**config.mk**
```make
export PLATFORM = sky130hd
export DESIGN_NAME = fetch_unit_pq
export DESIGN_NICKNAME = d
export VERILOG_FILES = /design/src/rtl/fetch_pkg.sv /design/src/rtl/fetch_queue.sv /design/src/rtl/fetch_unit_pq.sv
export SDC_FILE = /design/constraint.sdc
export NUM_CORES = 1
export LEC_CHECK = 0
export ABC_AREA = 1
export BUFFER_PORTS_ARGS = -buffer_cell sky130_fd_sc_hd__buf_2
export CORE_MARGIN = 2
export CORE_UTILIZATION = 40
export CTS_CLUSTER_DIAMETER = 100
export DETAILED_ROUTE_END_ITERATION = 12
export MAX_ROUTING_LAYER = met4
export PLACE_DENSITY = 0.7
export SYNTH_ARGS = -nofsm -noshare
export SYNTH_HDL_FRONTEND = slang
export SYNTH_SLANG_ARGS = --single-unit
```
**constraint.sdc**
```tcl
create_clock -name clk -period 6.9 [get_ports clk]
set_clock_uncertainty 0.05 [all_clocks]
set_input_delay 0.345 -clock clk [delete_from_list [all_inputs] [get_ports clk]]
set_output_delay 0.345 -clock clk [all_outputs]
set_load 0.01 [all_outputs]
```
**src/rtl/fetch_pkg.sv**
```systemverilog
// Shared types and constants for the instruction-fetch front end.
package fetch_pkg;

    localparam int INSTR_W  = 32;
    localparam int PC_STEP  = 4;
    // Entry pc field is sized for the widest supported XLEN; narrower PCs are zero-extended.
    localparam int PC_W_MAX = 64;

    typedef struct packed {
        logic [PC_W_MAX-1:0] pc;
        logic [INSTR_W-1:0]  instr;
        logic                filled;
    } fetch_entry_t;

endpackage

```
**src/rtl/fetch_queue.sv**
```systemverilog
// In-order prefetch queue: entries are allocated at request time and filled
// later by memory responses, so head/fill/tail advance independently.
module fetch_queue
    import fetch_pkg::*;
#(
    parameter int XLEN  = 32,
    parameter int DEPTH = 4,
    localparam int CW   = $clog2(DEPTH + 1)
) (
    input  logic               clk,
    input  logic               reset,
    input  logic               i_flush,
    input  logic               i_alloc,
    input  logic [XLEN-1:0]    i_alloc_pc,
    input  logic               i_fill,
    input  logic [INSTR_W-1:0] i_fill_instr,
    input  logic               i_pop,
    output logic [CW-1:0]      o_count,
    output logic [CW-1:0]      o_unfilled,
    output fetch_entry_t       o_head
);

    localparam int PW = $clog2(DEPTH);

    fetch_entry_t  r_mem [DEPTH];
    logic [PW-1:0] r_head;
    logic [PW-1:0] r_fill;
    logic [PW-1:0] r_tail;
    logic [CW-1:0] r_count;
    logic [CW-1:0] r_unfilled;

    // Pointers wrap naturally because DEPTH is a power of two.
    always_ff @(posedge clk) begin
        if (reset || i_flush) begin
            for (int i = 0; i < DEPTH; i++) begin
                r_mem[i].filled <= 1'b0;
            end
            r_head     <= '0;
            r_fill     <= '0;
            r_tail     <= '0;
            r_count    <= '0;
            r_unfilled <= '0;
        end else begin
            if (i_alloc) begin
                r_mem[r_tail].pc     <= PC_W_MAX'(i_alloc_pc);
                r_mem[r_tail].filled <= 1'b0;
                r_tail               <= r_tail + 1'b1;
            end
            if (i_fill) begin
                r_mem[r_fill].instr  <= i_fill_instr;
                r_mem[r_fill].filled <= 1'b1;
                r_fill               <= r_fill + 1'b1;
            end
            if (i_pop) begin
                r_mem[r_head].filled <= 1'b0;
                r_head               <= r_head + 1'b1;
            end
            r_count    <= r_count + CW'(i_alloc) - CW'(i_pop);
            r_unfilled <= r_unfilled + CW'(i_alloc) - CW'(i_fill);
        end
    end

    assign o_count    = r_count;
    assign o_unfilled = r_unfilled;
    assign o_head     = r_mem[r_head];

endmodule

```
**src/rtl/fetch_unit_pq.sv**
```systemverilog
// Fetch engine: owns the fetch PC and the count of stale in-flight responses,
// and sequences requests, fills, pops and redirect flushes around fetch_queue.
module fetch_unit_pq
    import fetch_pkg::*;
#(
    parameter int              XLEN     = 32,
    parameter int              DEPTH    = 4,
    parameter logic [XLEN-1:0] RESET_PC = '0
) (
    input  logic               clk,
    input  logic               reset,
    output logic               imem_req_valid,
    input  logic               imem_req_ready,
    output logic [XLEN-1:0]    imem_req_addr,
    input  logic               imem_rsp_valid,
    input  logic [INSTR_W-1:0] imem_rsp_data,
    input  logic               redirect_valid,
    input  logic [XLEN-1:0]    redirect_pc,
    output logic               instr_valid,
    input  logic               instr_ready,
    output logic [INSTR_W-1:0] instr_data,
    output logic [XLEN-1:0]    instr_pc,
    output logic [XLEN-1:0]    instr_pc_plus4
);

    localparam int CW = $clog2(DEPTH + 1);

    logic [XLEN-1:0] r_fpc;
    logic [CW-1:0]   r_drop_cnt;

    logic            w_req_valid;
    logic            w_req_fire;
    logic            w_fill;
    logic            w_instr_valid;
    logic            w_pop;
    logic [CW-1:0]   w_count;
    logic [CW-1:0]   w_unfilled;
    logic [CW-1:0]   w_drop_sum;
    logic [CW-1:0]   w_drop_redir;
    fetch_entry_t    w_head;

    assign w_req_valid   = !reset && (w_count < CW'(DEPTH)) && !redirect_valid;
    assign w_req_fire    = w_req_valid && imem_req_ready;
    assign w_fill        = imem_rsp_valid && (r_drop_cnt == '0) && (w_unfilled != '0)
                           && !redirect_valid;
    assign w_instr_valid = !reset && w_head.filled && !redirect_valid;
    assign w_pop         = w_instr_valid && instr_ready;

    // Every unfilled entry becomes a stale response on redirect; a response
    // arriving in the same cycle retires one of them (or one already stale).
    assign w_drop_sum    = r_drop_cnt + w_unfilled;
    assign w_drop_redir  = w_drop_sum - CW'(imem_rsp_valid && (w_drop_sum != '0));

    always_ff @(posedge clk) begin
        if (reset) begin
            r_fpc      <= RESET_PC;
            r_drop_cnt <= '0;
        end else if (redirect_valid) begin
            r_fpc      <= {redirect_pc[XLEN-1:2], 2'b00};
            r_drop_cnt <= w_drop_redir;
        end else begin
            if (w_req_fire) begin
                r_fpc <= r_fpc + XLEN'(PC_STEP);
            end
            if (imem_rsp_valid && (r_drop_cnt != '0)) begin
                r_drop_cnt <= r_drop_cnt - 1'b1;
            end
        end
    end

    fetch_queue #(
        .XLEN  (XLEN),
        .DEPTH (DEPTH)
    ) u_queue (
        .clk          (clk),
        .reset        (reset),
        .i_flush      (redirect_valid),
        .i_alloc      (w_req_fire),
        .i_alloc_pc   (r_fpc),
        .i_fill       (w_fill),
        .i_fill_instr (imem_rsp_data),
        .i_pop        (w_pop),
        .o_count      (w_count),
        .o_unfilled   (w_unfilled),
        .o_head       (w_head)
    );

    assign imem_req_valid = w_req_valid;
    assign imem_req_addr  = r_fpc;
    assign instr_valid    = w_instr_valid;
    assign instr_data     = w_head.instr;
    assign instr_pc       = XLEN'(w_head.pc);
    assign instr_pc_plus4 = instr_pc + XLEN'(PC_STEP);

endmodule

```
After elaboration in Yosys (flattened, before gate mapping)
Memories as Yosys holds them, arrays and structs flattened. A register that Yosys moved wholly into a read port is not among the register bits.
Index checks and enable logic that the tools add are counted.

word-level totals
  register bits after elaboration = 47
  RAM bits = 260
  output and inout port bits = 130
  memories kept = 1

operators by class
  $add $sub $neg = 12
  $lt $le $gt $ge = 1
  mux-type cells = 26
  reduce and logical (&&, ||, !) cells = 24

memory list
  memory         depth  bits a word  rd ports  clocked after Yosys merged registers in  write ports  RTL line           text
  u_queue.r_mem  4      65           1         1                                        4            fetch_queue.sv:25  fetch_entry_t r_mem [DEPTH];

operators with widths
  operator                 number
  $mux W65                 3
  $reduce_or A65 Y1        3
  $add A32 B3 Y32 const B  2
  $mux W32                 2
  $mux W2                  6
  $mux W3                  4
  $logic_and A1 B1 Y1      11
  $mux W1                  11
  $reduce_bool A3 Y1       3
  $sub A3 B1 Y3            3
  $add A2 B1 Y2 const B    3
  $add A3 B1 Y3            2
  $reduce_bool A2 Y1       2
  $add A3 B3 Y3            1
  $logic_not A3 Y1         1
  $lt A3 B3 Y1 const B     1
  $sub A3 B1 Y3 const B    1
  $logic_not A1 Y1         2
  $reduce_or A2 Y1         1
  $logic_or A1 B1 Y1       1

Longest topological paths before layout
Gate-level depths: netlist (run 1).

  word-level depth = 9
  depth in mapped cells = 16

By module
Synthesis (run 1) repeated with hierarchy kept, for this count alone.

second synthesis, totals
  cells, all modules = 1307
  area, all modules = 13928.4 µm²

modules (own cells, without submodules)
  module         instances  cells an instance  area an instance (µm²)  sequential area each (µm²)
  fetch_queue    1          785                10746.6                 8047.7
  fetch_unit_pq  1          522                3181.8                  660.6

Worst setup path before layout (run 1)
OpenSTA, ideal clock, no wires.

  path type = input to register
  from = input port redirect_valid
  to = memory u_queue.r_mem[0][0] in the netlist's numbering
  setup time = 0.113 ns
  arrival = 3.692 ns
  data required time = 6.737 ns
  path slack = 3.046 ns
  stages = 10
  path buffers = 2
  path through = buf_2 inv_2 nand2_1 nor2_1 nand2_1 buf_2 nor3_1 o21ai_0 nand2_1 inv_1

RTL lines
  item                RTL line             text
  start: declaration  fetch_unit_pq.sv:17  input logic redirect_valid,
  end: declaration    fetch_queue.sv:25

==> results.toml, run 1 <==
[run_status]
status = "completed"

[critical_path]
startpoint_type = "flop"
cpMostUsedCell = "nand2_1"
required_ps = 6500
crit_fanout = 85
max_stage_delay_ps = 760
arrival_ps = 4200
slowest_stage = "buf_4"
worstSetupEndpointType = "primary output"
path_class = "flop to primary output"
crit_chain = "buf_4, inv_2, buf_4, nand3_1, nand2_1, nor2_1, nand2_1, nor2_1, nand2_1, xor2_1, buf_2"

[route]
drc = 0
wirelength_um = 39900
via_per_inst = 5.19
via_count = 12000
wire_per_inst_um = 17.2
final_antenna_net_count = 0
drt_first_pass_iters = 5
first_iter_violations = 1055

[synth]
synth_cell_type_count = 41
seq_area_frac_synth_pct = 57.6
synth_top_area_cell = "edfxtp_1"
synth_ff_type = "edfxtp_1"
synth_cells = 1659
synth_area_um2 = 14700
synth_seq_cells = 299
synth_edf_count = 248
yosys_warnings = 0
async_reset_ff_share_pct = 0
synthTopCellsByArea = "edfxtp_1, nand2_1, nor2_1"
yosysTopAreaCellShare_pct = 50.7
syn_area_per_cell_um2 = 8.86

[final_layout]
layout_common_cells = "nand2_1, nor2_1, edfxtp_1"
fin_util_pct = 46.6
final_common_cell = "nand2_1"
syn_to_final_growth_pct = 15.4
final_nets = 1917
final_cells = 2317
n_antenna_cell = 0
drive_above_1_share_pct = 15.6

[grt]
antenna_found_initial = 1
gr-total-overflow = 0
groute.usage.overall_pct = 20.9
grt_pass1_vias = 11500
grt_pass1_wl_um = 61100
grt_max_degree = 128

[clocking]
clock_latency_ps = 560
tritoncts = "yes"
clk_pin_slew_worst_paths_ps = 70
cts_buffers = 31
clock_sinks = 299
root_buffer = "clkbuf_16"
htreeDepth = 1
cts_setup_buffers = 0
clk_path_buf_depth = 3

[die]
row_count = 70
start_util_pct = 40.4
die_w_um = 196
io-pin-count = 200
die_h_um = 196
core_um2 = 36300
dieArea_um2 = 38300

[placed_design]
post-dp-hpwl_um = 25300
dpl.cell_count = 2256
portBuffers = 191
dp_slack_ps = 2610
place_congestion = 0.921

[timing]
drv_slew = 0
max_freq_mhz = 218
fin_crit_sh_pct = 66.6
fin_setup_tns_ps = 0
max_slew_margin_pct = 32.9
hold_viol_final = 0
fin_crit_ps = 4590
worstMarginPinSlew_ps = 1010
rsz0062_at_grt = "no"
final.setup.worst_slack_ps = 2310
setup_viol = 0

[power_and_ir_drop]
ir_worst_vdd_mv = 0.171
p_leak_uw = 0.00706
p_per_area_nw_per_um2 = 225

[job]
max_cap_viol_count = 0

[worst_hold_path]
hold_path.class = "input pin to flop"
==> metrics by stage <==
step | area, um^2 | power [uW] | hold slack, ps
2_1_floorplan | 14700 | 2140 | 399
3_3_place_gp | 15900 | 2230 | 430
3_5_place_dp | 15900 | 2230 | 447
4_1_cts | 17000 | 3840 | 1.63
5_1_grt | 17000 | 3930 | 4.40
6_report | 17000 | 3810 | 6.68
==> cell usage after synthesis, drive strengths merged, types with 14 or more instances <==
cell    instances
xor2           24
nor2          300
buf            46
dfxtp          51
inv           146
ha             19
nand3         106
edfxtp        248
a22oi          18
o22ai          33
nor3           14
o21ai          85
nand2         459
a21oi          43
clkbuf         32
==> state kept, by name, summed over array words and instances, names as in the netlist, named ones only <==
| name | cells |
|---|---|
| r_drop_cnt | 3 |
| imem_req_addr | 30 |
| u_queue.r_fill | 2 |
| u_queue.r_head | 2 |
| u_queue.o_unfilled | 3 |
| u_queue.r_mem | 252 |
| u_queue.o_count | 3 |
| u_queue.r_tail | 2 |
==> worst paths after layout <==
| check | depth (start not counted) | startpoint | end | slack [ps] |
|---|---|---|---|---|
| min reg2reg | 2 | u_queue.r_tail[0] | u_queue.r_tail[0] | 450 |
| min | 3 | redirect_pc[14] | imem_req_addr[14] | 7 |
| max reg2reg | 15 | flop | u_queue.o_count[2] | 2870 |
| max | 11 | flop | instr_pc_plus4[18] | 2310 |
==> power breakdown <==
| part | internal (uW) | switching (uW) | total, uW |
|---|---|---|---|
| clock | 931 | 683 | 1610 |
| combinational | 72.2 | 125 | 197 |
| sequential | 1960 | 39.9 | 2000 |
==> per-layer routing <==
metal  GRT usage, %  vias up  routed length, um
met1           27.8     5729              17300
met5              -        -                  0
met3           2.08       65               2550
li1               -     5803                  -
met2           34.4      425              19100
met4           5.92        0                892
==> kinds of logic (layout without fill, tap and decap cells) <==
logic type                 count (synthesis)  count (layout)  share of synthesized area, %
xor gates and xnor gates                  29              29                          1.73
other                                      1               6                        0.0255
and+or+nand+nor                          890             890                          24.5
AOI/OAI and AO/OA                        193             193                          7.39
adders and majority gates                 22              22                          2.03
DFF                                      299             299                          57.6
buffers and inverters                    225             410                          6.67
==> final cells by class <==
cell class | instances | area, um^2
fillers | 3390 | 19400
flip-flops and latches | 299 | 8470
multi-input cells | 1140 | 5280
repair buffers | 206 | 1080
clock buffers | 34 | 787
well taps | 468 | 586
inverters | 147 | 559
clock inverters | 23 | 194
==> worst max-delay path, delay by kind of cell, from the launching register on <==
kind / cells / cell delay [ps]
flops: 1 / 310
xor+xnor: 1 / 230
simple gates: 6 / 1000
buf+inv: 4 / 2070
==> what timing repair did <==
| item | CTS | global route |
|---|---|---|
| hold buffers | 4 | 0 |
| endpoints found under the hold margin | 4 | 0 |
| gates resized for setup | 0 | 0 |
| endpoints found under the setup margin | 0 | 0 |
Power figures use the tool's default switching activity.
==> run 2, diff against run 1 <==
--- a/config.mk
+++ b/config.mk
@@ -5,7 +5,7 @@
 export SDC_FILE = /design/constraint.sdc
 export NUM_CORES = 1
 export LEC_CHECK = 0
-export ABC_AREA = 1
+export ABC_AREA = 0
 export BUFFER_PORTS_ARGS = -buffer_cell sky130_fd_sc_hd__buf_2
 export CORE_MARGIN = 2
 export CORE_UTILIZATION = 40
==> constraint.sdc (replaced) <==
create_clock -name clk -period 4.45 [get_ports clk]
set_clock_uncertainty 0.05 [all_clocks]
set_input_delay 0.2225 -clock clk [delete_from_list [all_inputs] [get_ports clk]]
set_output_delay 0.2225 -clock clk [all_outputs]
set_load 0.01 [all_outputs]
==> results.toml, run 2 <==
[run_status]
status = "completed"

[final_layout]
largest_register_ffs = 252
layout_common_cells = "edfxtp_1, buf_2, and2_1"
multiInputGateArea_um2 = 4620
regMostFlops = "u_queue.r_mem"
fill_cells = 2863
drive_above_1_share_pct = 27.7
final_nets = 1269
seqCellArea_um2 = 8470
syn_to_final_growth_pct = 22.3
final_common_cell = "edfxtp_1"

[clocking]
htreeDepth = 1
root_buffer = "clkbuf_16"
clock_sinks = 299
cts_buffers = 31
clock_latency_ps = 550
clk_pin_slew_worst_paths_ps = 60
clk_path_buf_depth = 3
tritoncts = "yes"
cts_setup_buffers = 0
cts_resized = 0

[grt]
groute.usage.overall_pct = 17.1
antenna_found_initial = 1
grt_max_degree = 53
grt_pass1_wl_um = 46000
grt_pass1_vias = 8414
gr-total-overflow = 0

[die]
start_util_pct = 40.3
dieArea_um2 = 35000
core_um2 = 33300
row_count = 67
die_h_um = 187
die_w_um = 187
io-pin-count = 200

[route]
drt_first_pass_iters = 5
final_antenna_net_count = 0
drc = 0
first_iter_violations = 502
via_per_inst = 5.09
via_count = 8388
wirelength_um = 29500
wire_per_inst_um = 17.9

[critical_path]
reg2regPathDepth = 10
reg2reg_slack_ps = 1360
arrival_ps = 3150
crit_chain = "buf_4, mux4_2, and3_2, nand4_4, nor4_1, xor2_1, buf_2"
path_class = "flop to primary output"
crit_fanout = 21
worstSetupEndpointType = "primary output"
slowest_stage = "dfxtp_4"
required_ps = 4180
startpoint_type = "flop"
max_stage_delay_ps = 570
r2r_end = "u_queue.o_count[2]"

[placed_design]
place_congestion = 0.798
post-dp-hpwl_um = 19700
portBuffers = 191
dp_slack_ps = 1330

[synth]
synthTopCellsByArea = "edfxtp_1, mux4_2, dfxtp_1"
synth.top_cells.by_count = "edfxtp_1, and2_1, mux4_2, dfxtp_1, nand2_1"
synth_edf_count = 248
synth_compound_area_share_pct = 3.13
async_reset_ff_share_pct = 0
synth_cell_type_count = 59
synth_ff_type = "edfxtp_1"
synth_top_family_by_area = "simple AND/OR/NAND/NOR gates"
yosys_warnings = 0
yosysMostFrequentCell = "edfxtp_1"
yosysTopAreaCellShare_pct = 55.5
synth_seq_cells = 299
syn_area_per_cell_um2 = 14.5
synth_fa_ha_area_share_pct = 2.22
synth_cells = 925
synth_area_um2 = 13400
yosys-mux-area-fraction_pct = 11.0
synth_top_area_cell = "edfxtp_1"
synth-xor-area-share_pct = 3.26
seq_area_frac_synth_pct = 63.1
synthSimpleGateAreaFrac_pct = 14.6

[timing]
final.setup.worst_slack_ps = 1030
drv_slew = 0
hold_viol_final = 0
max_slew_margin_pct = 35.6
fin_crit_ps = 3420
fin_crit_sh_pct = 76.8
max_freq_mhz = 293
fin_setup_tns_ps = 0
setup_viol = 0
rsz0062_at_grt = "no"
worstMarginPinSlew_ps = 964

[worst_hold_path]
hold_path.class = "input pin to flop"
min_to = "imem_req_addr[29]"
worstHoldStart = "redirect_pc[29]"
min_path_cells = 4

[power_and_ir_drop]
p_per_area_nw_per_um2 = 360
p_leak_uw = 0.00633
ir_worst_vdd_mv = 0.227

[job]
max_cap_viol_count = 0
==> run 2: cell count changes in the layout (fill, tap and decap cells not counted), moves of 63 or more <==
cell | previous run | this run
nor2_1 | 290 | 35
and2_1 | 0 | 138
nand3_1 | 105 | 27
o21ai_0 | 78 | 6
mux4_2 | 0 | 63
inv_1 | 137 | 27
nand2_1 | 446 | 51
==> run 2: metal layers <==
layer / GRT usage (%) / share of wire (%) / wire (um) / vias to the layer above
li1: - / - / - / 3956
met1: 22.0 / 43 / 12700 / 4140
met2: 28.2 / 49 / 14400 / 224
met3: 2.20 / 5.2 / 1520 / 68
met4: 5.43 / 3.1 / 922 / 0
met5: - / 0 / 0 / -
==> run 2: cells by family (layout without fill, tap and decap cells) <==
logic type | count (synthesis) | after routing
AND/OR/NAND/NOR | 341 | 341
XOR/XNOR | 50 | 50
adder cells (fa/ha/maj) | 22 | 22
buffers and inverters | 80 | 349
other | 1 | 7
AO/OA/AOI/OAI | 64 | 64
multiplexers | 68 | 68
flip-flops | 299 | 299
==> run 2: repair_timing <==
action / in CTS / in global routing
hold buffers: 61 / 0
hold endpoints to repair: 157 / 0
setup endpoints to repair: 0 / 0
==> run 2: layout make-up <==
type	instances	area share (%)
Inverter	27	0.617
Tap cell	448	3.41
Timing Repair Buffer	267	10.2
Antenna cell	1	0.0152
Clock buffer	43	5.06
Multi-Input combinational cell	551	28.2
Sequential cell	299	51.6
Clock inverter	12	0.892
==> run 2: metrics by stage <==
step	util, %	instances	instance area, um^2	power, uW	hold slack, ps
final	49.3	1648	16400	5900	42.1
after detailed placement	44.6	1531	14800	3420	419
after global placement	44.6	1531	14800	3410	404
after global routing	49.3	1648	16400	6100	71.4
after CTS	49.3	1647	16400	5960	15.1
after floorplan	-	930	13400	3290	315
==> run 2: how the worst max path moves through the flow <==
stage	to	slack, ps	cells after the start
after detailed placement	u_queue.o_count[2]	1330	10
final	instr_pc_plus4[30]	1030	7
after CTS	instr_pc_plus4[31]	940	7
after floorplan	u_queue.r_mem[2][35]	540	4
after global routing	instr_pc_plus4[30]	710	7
after global placement	u_queue.o_count[2]	1310	10
==> run 2: report_power, final <==
part	internal, uW	switching [uW]
clock	1470	1030
sequential	3050	59.9
combinational	143	156
==> run 2: worst max-delay path: cells and delay by family, from the launching register on <==
family                    cells  cell delay [ps]
muxes                         1              380
buffers and inverters         2              610
and+or+nand+nor               3              840
DFF                           1              570
xor gates and xnor gates      1              180
==> run 3, diff against run 2 <==
--- a/config.mk
+++ b/config.mk
@@ -5,14 +5,14 @@
 export SDC_FILE = /design/constraint.sdc
 export NUM_CORES = 1
 export LEC_CHECK = 0
-export ABC_AREA = 0
+export ABC_AREA = 1
 export BUFFER_PORTS_ARGS = -buffer_cell sky130_fd_sc_hd__buf_2
 export CORE_MARGIN = 2
 export CORE_UTILIZATION = 40
 export CTS_CLUSTER_DIAMETER = 100
 export DETAILED_ROUTE_END_ITERATION = 12
 export MAX_ROUTING_LAYER = met4
-export PLACE_DENSITY = 0.7
+export PLACE_DENSITY = 0.72
 export SYNTH_ARGS = -nofsm -noshare
 export SYNTH_HDL_FRONTEND = slang
 export SYNTH_SLANG_ARGS = --single-unit
==> constraint.sdc (replaced) <==
create_clock -name clk -period 2.8 [get_ports clk]
set_clock_uncertainty 0.05 [all_clocks]
set_input_delay 0.14 -clock clk [delete_from_list [all_inputs] [get_ports clk]]
set_output_delay 0.14 -clock clk [all_outputs]
set_load 0.01 [all_outputs]
==> results.toml, run 3 (synthesized netlist as in run 1, its figures left out) <==
[run_status]
status = "completed"

[critical_path]
crit_fanout = 6
path_depth = 14
slowest_stage = "dfxtp_4"
cp_num_buf_inv = 4
path_class = "flop to flop"
max_stage_delay_ps = 490
arrival_ps = 3170
required_ps = 3240
startpoint_type = "flop"
crit_chain = "clkinv_8, a21oi_2, o21ai_1, a21oi_2, nand2_2, inv_4, ha_1, inv_1, ha_1, inv_1, fa_1, xnor2_1, or2_2, a21oi_1"
worstSetupEndpointType = "flop"
cp_top_family = "adder cells"
reg2regPathDepth = 14

[die]
row_count = 70
dieArea_um2 = 38300
io-pin-count = 200
start_util_pct = 40.4
die_w_um = 196
core_um2 = 36300
die_h_um = 196

[worst_hold_path]
hold_path.class = "input pin to flop"
min_path_cells = 5

[route]
via_count = 12600
via_per_inst = 5.19
drt_first_pass_iters = 5
wire_per_inst_um = 17.6
first_iter_violations = 1257
wirelength_um = 42700
drc = 0
final_antenna_net_count = 0

[clocking]
clock_sinks = 299
tritoncts = "yes"
clock_latency_ps = 560
clk_pin_slew_worst_paths_ps = 70
clk_path_buf_depth = 3
htreeDepth = 1
root_buffer = "clkbuf_16"
cts_buffers = 30

[final_layout]
syn_to_final_growth_pct = 25.4
fin_area_um2 = 18400
largest_register_ffs = 252
n_antenna_cell = 0
layout_common_cells = "nand2_1, nor2_1, edfxtp_1"
fill_cells = 3180
final_nets = 2026
drive_above_1_share_pct = 19.3
final_common_cell = "nand2_1"
regMostFlops = "u_queue.r_mem"

[power_and_ir_drop]
p_per_area_nw_per_um2 = 526
p_leak_uw = 0.00768
ir_worst_vdd_mv = 0.512

[timing]
fin_crit_sh_pct = 97.3
max_slew_margin_pct = 54.1
final.setup.worst_slack_ps = 74.2
worstMarginPinSlew_ps = 688
fin_crit_ps = 2730
setup_viol = 0
hold_viol_final = 0
drv_slew = 0
max_freq_mhz = 367
rsz0062_at_grt = "yes"
holdWs_ps = 67.3

[grt]
antenna_found_initial = 0
grt_pass1_vias = 12000
gr-total-overflow = 0
grt_max_degree = 65
groute.usage.overall_pct = 22.1
grt_pass1_wl_um = 64300

[job]
max_cap_viol_count = 0

[placed_design]
post-dp-hpwl_um = 25900
portBuffers = 191
place_congestion = 0.971
dpl_cell_area_um2 = 16200
dp_slack_ps = 226
-- run 3: where the power goes --
group,internal (uW),total [uW],switching (uW)
combinational,257,601,344
sequential,4830,4930,92.7
clock,2410,4160,1750
total,7500,9690,2190
-- run 3: repair_timing --
action	CTS	global route
cloned	4	3
buffers inserted	1	14
hold buffers	66	0
endpoints found under the hold margin	165	0
resized for setup	18	44
setup endpoints to repair	21	25
pin swaps	3	14
-- run 3: metal layers --
metal | track usage [%] | vias to the layer above | part of all wire (%)
met4 | 9.03 | 0 | 3.7
li1 | - | 6022 | -
met3 | 2.68 | 107 | 8.2
met2 | 35.7 | 583 | 47
met5 | - | - | 0
met1 | 28.5 | 5879 | 41
-- run 3: final timing paths --
kind | startpoint | endpoint | slack (ps)
worst max register to register | flop | u_queue.o_count[2] | 70
worst min-delay path | redirect_valid | imem_req_addr[5] | 70
worst min register to register | u_queue.o_count[1] | u_queue.o_count[2] | 440
worst max-delay path | flop | u_queue.o_count[2] | 70
-- run 3: cell type report --
class	instances	area [um^2]	area share, %
timing repair buffer	316	2330	12.7
sequential	299	8480	46.0
inverter	147	569	3.09
clock buffer	33	783	4.25
clock inverter	23	251	1.36
multi-input combinational	1140	5430	29.5
tap	468	586	3.18
-- run 3: tightest hold or removal path, stage by stage --
cell and delay, ps:
buf_2 110, inv_2 40, buf_4 170, o211ai_1 90
a21oi_1 70
-- run 3: per-stage QoR --
step | setup TNS [ps] | total power, uW | utilization, % | cells
global route | -319 | 9980 | 50.7 | 2426
finish | 0 | 9690 | 50.7 | 2426
detailed placement | 0 | 5520 | 44.7 | 2282
CTS | -4.99 | 9690 | 49.9 | 2409
floorplan | 0 | 5280 | - | 1664
global placement | 0 | 5510 | 44.7 | 2282
